--- src/rtl/push_event_fsm_pkg.sv ---
// -----------------------------------------------------------------------------
// push_event_fsm_pkg
// Shared definitions for the push-button front-end: the default press-duration
// counter width, the FSM state encoding and a counter-width helper.
// Optional feature macro used by the design: PUSH_AUTOREPEAT_EN.
// -----------------------------------------------------------------------------
package push_event_fsm_pkg;

   // Default width of the press-duration counter and of o_press_len.
   localparam int unsigned CNT_LEN_DEF = 16;

   // Width of the state encoding.
   localparam int unsigned ST_W = 3;

   typedef enum logic [ST_W-1:0] {
      ST_IDLE   = 3'd0,
      ST_PRESS  = 3'd1,
      ST_HELD   = 3'd2,
      ST_GAP    = 3'd3,
      ST_SECOND = 3'd4
   } state_e;

   // Bits needed to hold values 0..max_val (at least one bit).
   function automatic int unsigned cnt_width(input int unsigned max_val);
      int unsigned w;
      w = $clog2(max_val + 1);
      return (w < 1) ? 1 : w;
   endfunction

endpackage

--- src/rtl/push_debounce.sv ---
// -----------------------------------------------------------------------------
// push_debounce
// Two-flop synchroniser on the raw active-low button pin followed by a
// stability counter. The debounced level only changes after the synchronised
// pin has differed from it for DEB_CYC consecutive cycles, so the
// pin-to-output latency is DEB_CYC+2 cycles.
//
// Ports:
//   i_clk     system clock, rising edge
//   i_rst     synchronous active-high reset
//   i_push_n  raw button pin, 0 = pressed, asynchronous to i_clk
//   o_deb_n   debounced level, 0 = pressed
// -----------------------------------------------------------------------------
module push_debounce
   import push_event_fsm_pkg::*;
#(
   parameter int unsigned DEB_CYC = 16
) (
   input  logic i_clk,
   input  logic i_rst,
   input  logic i_push_n,
   output logic o_deb_n
);

   localparam int unsigned DW = cnt_width(DEB_CYC - 1);

   logic          sync1_q;
   logic          sync2_q;
   logic          deb_q;
   logic          deb_d;
   logic [DW-1:0] cnt_q;
   logic [DW-1:0] cnt_d;

   always_ff @(posedge i_clk) begin
      if (i_rst) begin
         sync1_q <= 1'b1;
         sync2_q <= 1'b1;
         deb_q   <= 1'b1;
         cnt_q   <= '0;
      end else begin
         sync1_q <= i_push_n;
         sync2_q <= sync1_q;
         deb_q   <= deb_d;
         cnt_q   <= cnt_d;
      end
   end

   // Any cycle where the synchronised pin agrees with the output restarts
   // the stability count, so short glitches never reach the output.
   always_comb begin
      deb_d = deb_q;
      cnt_d = '0;
      if (sync2_q != deb_q) begin
         if (cnt_q == DW'(DEB_CYC - 1)) begin
            deb_d = ~deb_q;
         end else begin
            cnt_d = cnt_q + DW'(1);
         end
      end
   end

   assign o_deb_n = deb_q;

endmodule

--- src/rtl/push_event_fsm.sv ---
// -----------------------------------------------------------------------------
// push_event_fsm
// Board push-button front-end: debounces the raw pin, measures each press and
// classifies it as short, long or double-click, each class producing a
// single-cycle event pulse.
//
// Optional feature macro: PUSH_AUTOREPEAT_EN
//   defined   - o_long re-pulses every REP_CYC cycles while the button is held
//   undefined - o_long fires once per press; no repeat counter exists
//
// Ports:
//   i_clk        system clock, rising edge
//   i_rst        synchronous active-high reset
//   i_push_n     raw button pin, 0 = pressed
//   o_deb_n      debounced level, 0 = pressed
//   o_short      one-cycle pulse: single short press confirmed
//   o_long       one-cycle pulse: hold reached LONG_CYC
//   o_double     one-cycle pulse: second press started within DBL_CYC
//   o_press_len  duration of the last completed press in cycles, saturating
//   o_busy       high whenever the FSM is not idle
// -----------------------------------------------------------------------------
module push_event_fsm
   import push_event_fsm_pkg::*;
#(
   parameter int unsigned CNT_LEN  = CNT_LEN_DEF,
   parameter int unsigned DEB_CYC  = 16,
   parameter int unsigned LONG_CYC = 24000,
   parameter int unsigned DBL_CYC  = 8000,
   parameter int unsigned REP_CYC  = 4000
) (
   input  logic               i_clk,
   input  logic               i_rst,
   input  logic               i_push_n,
   output logic               o_deb_n,
   output logic               o_short,
   output logic               o_long,
   output logic               o_double,
   output logic [CNT_LEN-1:0] o_press_len,
   output logic               o_busy
);

   localparam int unsigned GW = cnt_width(DBL_CYC - 1);

   if (DEB_CYC < 1 || LONG_CYC < 1 || DBL_CYC < 1 || REP_CYC < 1) begin : g_bad_param
      $error("push_event_fsm: all cycle parameters must be at least 1");
   end

   logic               deb_n;
   logic               deb_prev_q;
   logic               press;
   logic               rel;

   state_e             state_q;
   state_e             state_d;
   logic               busy_q;
   logic [CNT_LEN-1:0] hold_cnt_q;
   logic [CNT_LEN-1:0] hold_cnt_d;
   logic [CNT_LEN-1:0] hold_inc;
   logic [CNT_LEN-1:0] press_len_q;
   logic [CNT_LEN-1:0] press_len_d;
   logic [GW-1:0]      gap_cnt_q;
   logic [GW-1:0]      gap_cnt_d;

   logic               short_p;
   logic               long_p;
   logic               double_p;

   push_debounce #(
      .DEB_CYC (DEB_CYC)
   ) u_debounce (
      .i_clk    (i_clk),
      .i_rst    (i_rst),
      .i_push_n (i_push_n),
      .o_deb_n  (deb_n)
   );

   // Press / release are the edges of the debounced level.
   assign press = deb_prev_q & ~deb_n;
   assign rel   = ~deb_prev_q & deb_n;

   // Saturating increment: the counter sticks at all-ones instead of wrapping,
   // and the latched press length reuses the same value.
   assign hold_inc = (hold_cnt_q == '1) ? hold_cnt_q : hold_cnt_q + CNT_LEN'(1);

`ifdef PUSH_AUTOREPEAT_EN
   localparam int unsigned RW = cnt_width(REP_CYC - 1);

   logic [RW-1:0] rep_cnt_q;
   logic [RW-1:0] rep_cnt_d;

   always_ff @(posedge i_clk) begin
      if (i_rst) begin
         rep_cnt_q <= '0;
      end else begin
         rep_cnt_q <= rep_cnt_d;
      end
   end

   always_comb begin
      rep_cnt_d = rep_cnt_q;
      if (state_q == ST_PRESS) begin
         rep_cnt_d = '0;
      end else if (state_q == ST_HELD && !rel) begin
         rep_cnt_d = (rep_cnt_q == RW'(REP_CYC - 1)) ? '0 : rep_cnt_q + RW'(1);
      end
   end
`endif

   // State register with the counters and registered busy flag.
   always_ff @(posedge i_clk) begin
      if (i_rst) begin
         state_q     <= ST_IDLE;
         busy_q      <= 1'b0;
         deb_prev_q  <= 1'b1;
         hold_cnt_q  <= '0;
         gap_cnt_q   <= '0;
         press_len_q <= '0;
      end else begin
         state_q     <= state_d;
         busy_q      <= (state_d != ST_IDLE);
         deb_prev_q  <= deb_n;
         hold_cnt_q  <= hold_cnt_d;
         gap_cnt_q   <= gap_cnt_d;
         press_len_q <= press_len_d;
      end
   end

   // Next-state logic. A release seen on the same cycle the long threshold
   // is reached takes priority, so that press is treated as short.
   always_comb begin
      state_d     = state_q;
      hold_cnt_d  = hold_cnt_q;
      gap_cnt_d   = gap_cnt_q;
      press_len_d = press_len_q;
      case (state_q)
         ST_IDLE: begin
            if (press) begin
               state_d    = ST_PRESS;
               hold_cnt_d = '0;
            end
         end
         ST_PRESS: begin
            if (rel) begin
               state_d     = ST_GAP;
               gap_cnt_d   = '0;
               press_len_d = hold_inc;
            end else begin
               hold_cnt_d = hold_inc;
               if (hold_cnt_q == CNT_LEN'(LONG_CYC - 1)) begin
                  state_d = ST_HELD;
               end
            end
         end
         ST_HELD, ST_SECOND: begin
            if (rel) begin
               state_d     = ST_IDLE;
               press_len_d = hold_inc;
            end else begin
               hold_cnt_d = hold_inc;
            end
         end
         ST_GAP: begin
            // A press on the expiry cycle still counts as a double-click.
            if (press) begin
               state_d    = ST_SECOND;
               hold_cnt_d = '0;
            end else if (gap_cnt_q == GW'(DBL_CYC - 1)) begin
               state_d = ST_IDLE;
            end else begin
               gap_cnt_d = gap_cnt_q + GW'(1);
            end
         end
         default: begin
            state_d = ST_IDLE;
         end
      endcase
   end

   // Event pulses are decoded from the current state and this cycle's
   // conditions; they are held low while reset is asserted so that a press
   // interrupted by reset never emits an event.
   always_comb begin
      short_p  = 1'b0;
      long_p   = 1'b0;
      double_p = 1'b0;
      if (!i_rst) begin
         case (state_q)
            ST_PRESS: begin
               long_p = !rel && (hold_cnt_q == CNT_LEN'(LONG_CYC - 1));
            end
`ifdef PUSH_AUTOREPEAT_EN
            ST_HELD: begin
               long_p = !rel && (rep_cnt_q == RW'(REP_CYC - 1));
            end
`endif
            ST_GAP: begin
               double_p = press;
               short_p  = !press && (gap_cnt_q == GW'(DBL_CYC - 1));
            end
            default: begin
               short_p = 1'b0;
            end
         endcase
      end
   end

   assign o_deb_n     = deb_n;
   assign o_short     = short_p;
   assign o_long      = long_p;
   assign o_double    = double_p;
   assign o_press_len = press_len_q;
   assign o_busy      = busy_q;

endmodule
--- config.mk ---
export PLATFORM = sky130hd
export DESIGN_NAME = push_event_fsm
export DESIGN_NICKNAME = d
export VERILOG_FILES = /design/src/rtl/push_event_fsm_pkg.sv /design/src/rtl/push_debounce.sv /design/src/rtl/push_event_fsm.sv
export SDC_FILE = /design/constraint.sdc
export NUM_CORES = 1
export LEC_CHECK = 0
export BUFFER_PORTS_ARGS = -buffer_cell sky130_fd_sc_hd__buf_2
export CORE_MARGIN = 2
export CORE_UTILIZATION = 45
export CTS_CLUSTER_SIZE = 14
export DETAILED_ROUTE_END_ITERATION = 10
export PLACE_DENSITY = 0.66
export SYNTH_ARGS = -nofsm -noshare
export SYNTH_HDL_FRONTEND = slang
export SYNTH_SLANG_ARGS = --single-unit
--- constraint.sdc ---
create_clock -name i_clk -period 1.8 [get_ports i_clk]
set_input_delay 0.27 -clock i_clk [delete_from_list [all_inputs] [get_ports i_clk]]
set_output_delay 0.27 -clock i_clk [all_outputs]
set_load 0.05 [all_outputs]
==> results.py <==
metrics = {
    "synthesis": {
        "ys_dominant_reg_cell": "dfxtp_1",
        "synth-seq-area-share": 0.384,
        "synthMuxAreaShare": 0.0135,
        "syn-num-nets": 373,
        "synth-simple-area-share": 0.309,
        "ys_seq_elements": 57,
        "synth_adder_area_share": 0.0126,
        "synth-edff-count": 0,
        "synthArstFlopShare": 0,
        "synth.avg_cell_area_um2": 8.09,
        "synthXorXnorAreaFrac": 0.0531,
        "yosysTopAreaCellShare": 0.384,
        "ys_warn_count": 0,
        "synth_cell_type_count": 59,
        "synth_cells": 367,
        "synth_area_um2": 2970,
        "synth_compound_area_frac": 0.185,
        "synth.area.top_cells": "dfxtp_1, a21oi_1, nand2_1",
        "yosys.area.top_type": "dfxtp_1",
        "synth_top_family_by_area": "simple AND/OR/NAND/NOR gates",
    },
    "drt": {
        "vias": 3033,
        "wl_per_cell_um": 14.9,
        "route.detailed.drc": 0,
        "ant_nets": 0,
        "drtIter0Drc": 223,
        "routed_via_density": 5.61,
        "first_pass_iters": 4,
        "wl_mm": 8.06,
    },
    "critical_path": {
        "worstSetupPathType": "reg -> out",
        "worstPathArrival_ns": 1.70,
        "slowest_delay_ns": 0.40,
        "crit_required_ns": 1.53,
        "cp_cell_sequence": "or3b_4, nor4_4, buf_4, nor2b_4, buf_6",
        "start_kind": "flip-flop",
        "end_kind": "output pin",
        "critPathSlowestCell": "or3b_4",
        "cp_max_fo": 2,
    },
    "floorplanning": {
        "row_count": 29,
        "core_um2": 6350,
        "fp.dieArea_um2": 7260,
        "io_pins": 24,
        "fp.dieW_um": 85.2,
        "fp.dieH_um": 85.2,
        "initial_utilization": 0.467,
    },
    "outcome": {
        "outcome": "finished, violations left",
        "failed_checks": "negative setup slack",
    },
    "global_route": {
        "grt.overflow.total": 0,
        "grt_pass1_wl_mm": 13.0,
        "grt_start_max_net_pins": 16,
        "antenna_found_initial": 0,
        "grt_use_total": 0.225,
        "first_global_vias": 2798,
    },
    "place": {
        "routabilityCongestion": 0.934,
        "dp_slack_ns": -0.0424,
        "dp.final_hpwl_mm": 5.80,
        "numPortBuffers": 23,
        "dpl.cell_count": 515,
    },
    "finish": {
        "final_common_cell": "buf_4",
        "area_delta_synth_final_pct": 38.7,
        "finalNonFillerCells": 541,
        "n_antenna_cell": 0,
        "layout_common_cells": "buf_4, dfxtp_1, nand2_1",
        "fin_nets": 466,
        "layout-drive-gt1-share": 0.364,
    },
    "timing": {
        "rsz0062_at_grt": "true",
        "clock-skew-final_ns": 0.00702,
        "hold_violations": 0,
        "maxSlewViolCount": 0,
        "clock.fmax_mhz": 508,
        "tightest_slew_ns": 0.620,
        "tns_ns": -0.624,
        "setup_viol": 8,
        "holdWs_ns": 0.126,
        "maxSlewHeadroom": 0.583,
        "min_period_over_period": 1.09,
        "period_needed_ns": 1.97,
        "timing.final.ws_setup_ns": -0.169,
    },
    "power": {
        "power_density_nw_per_um2": 609,
        "max-vdd-ir-drop_uv": 546,
        "internal-power_mw": 1.98,
        "pwr-share-comb": 0.019,
        "leakagePower_nw": 1.59,
        "p_total_mw": 2.51,
        "swShare": 0.210,
        "p_sw_uw": 526,
        "pwr-share-clk": 0.477,
        "seqPwrFrac": 0.504,
    },
    "clock_network": {
        "clockBufferDepth": 2,
        "clk_latency_ns": 0.34,
        "cts_buffers": 9,
        "cts_tree": "done",
        "cts.clk_slew.worst_paths_ns": 0.06,
        "clock-sinks": 57,
        "htreeDepth": 3,
        "hold_buffers": 0,
        "cts_root_buf": "clkbuf_8",
    },
    "flow_run": {
        "drv_cap": 0,
    },
    "hold_path": {
        "hold_class": "in -> reg",
    },
}
-- kinds of logic after synthesis --
logic type | count (synthesis)
fa+ha+maj | 3
flops | 57
xor+xnor | 18
mux | 4
simple gates | 170
compound gates | 85
buf+inv | 30
-- per-layer routing --
metal / share of wire / wire (um) / up-vias / GRT usage
met1: 0.45 / 3640 / 1414 / 0.292
met5: 0 / 0 / - / 0
met2: 0.47 / 3800 / 75 / 0.361
li1: - / - / 1524 / -
met4: 0.020 / 165 / 0 / 0.0909
met3: 0.056 / 451 / 20 / 0.0525
-- worst max-delay path: cells and delay by family, from the launching register on --
| family | cells | cell delay (ns) |
|---|---|---|
| and+or+nand+nor | 3 | 0.71 |
| buffers and inverters | 2 | 0.33 |
| DFF | 1 | 0.32 |
-- stage by stage --
| stage | instance area (um2) | util |
|---|---|---|
| floorplan | 3030 | - |
| global placement | 3660 | 0.576 |
| detailed placement | 3660 | 0.576 |
| CTS | 3920 | 0.617 |
| global route | 4120 | 0.648 |
| finish | 4120 | 0.648 |
-- layout make-up --
| cell class | instances | area [um2] |
|---|---|---|
| multi-input combinational | 281 | 1900 |
| clock buffer | 12 | 155 |
| inverter | 12 | 45.0 |
| tap | 77 | 96.3 |
| timing repair buffer | 99 | 719 |
| fill | 505 | 2230 |
| clock inverter | 3 | 40.0 |
| sequential | 57 | 1160 |
-- power by group through the flow --
stage | Clock, mW | Combinational (mW) | Sequential [mW]
after floorplan | 0 | 0.0274 | 1.29
after global placement | 0 | 0.0476 | 1.29
after detailed placement | 0 | 0.0482 | 1.29
after CTS | 1.22 | 0.0483 | 1.27
after global routing | 1.27 | 0.0532 | 1.26
final | 1.20 | 0.0487 | 1.26
-- path summary, 6_finish.rpt --
| kind | slack, ns | depth (start not counted) | to | from |
|---|---|---|---|---|
| setup reg to reg | -0.11 | 11 | gap_cnt_q[0] | gap_cnt_q[1] |
| setup / recovery | -0.17 | 5 | o_short | gap_cnt_q[6] |
| hold / removal | 0.13 | 2 | u_debounce.sync1_q | i_push_n |
| hold reg to reg | 0.42 | 1 | u_debounce.sync2_q | u_debounce.sync1_q |
-- synth_stat cells, drive strengths merged (4+ instances only) --
master,instances
a211oi,4
a21oi,31
a31oi,7
and2,4
and3,7
buf,9
clkbuf,9
dfxtp,57
inv,12
mux2i,4
nand2,34
nand2b,6
nand3,25
nand4,16
nor2,34
nor2b,4
nor3,11
nor4,7
o21ai,18
or3,5
or3b,4
or4,5
xnor2,11
xor2,7
-- timing repair --
| action | CTS | global route |
|---|---|---|
| pin swaps | 4 | 19 |
| cloned | 0 | 1 |
| gates resized for setup | 14 | 38 |
| setup buffers | 3 | 8 |
| setup endpoints to repair | 10 | 29 |
-- state kept, by name (all words and copies together), names as in the netlist, 3 cells and up --
signal and cells:
u_debounce.cnt_q 4, hold_cnt_q 16, o_press_len 16, state_q 3
gap_cnt_q 13
(Power assumes the default switching activity.)
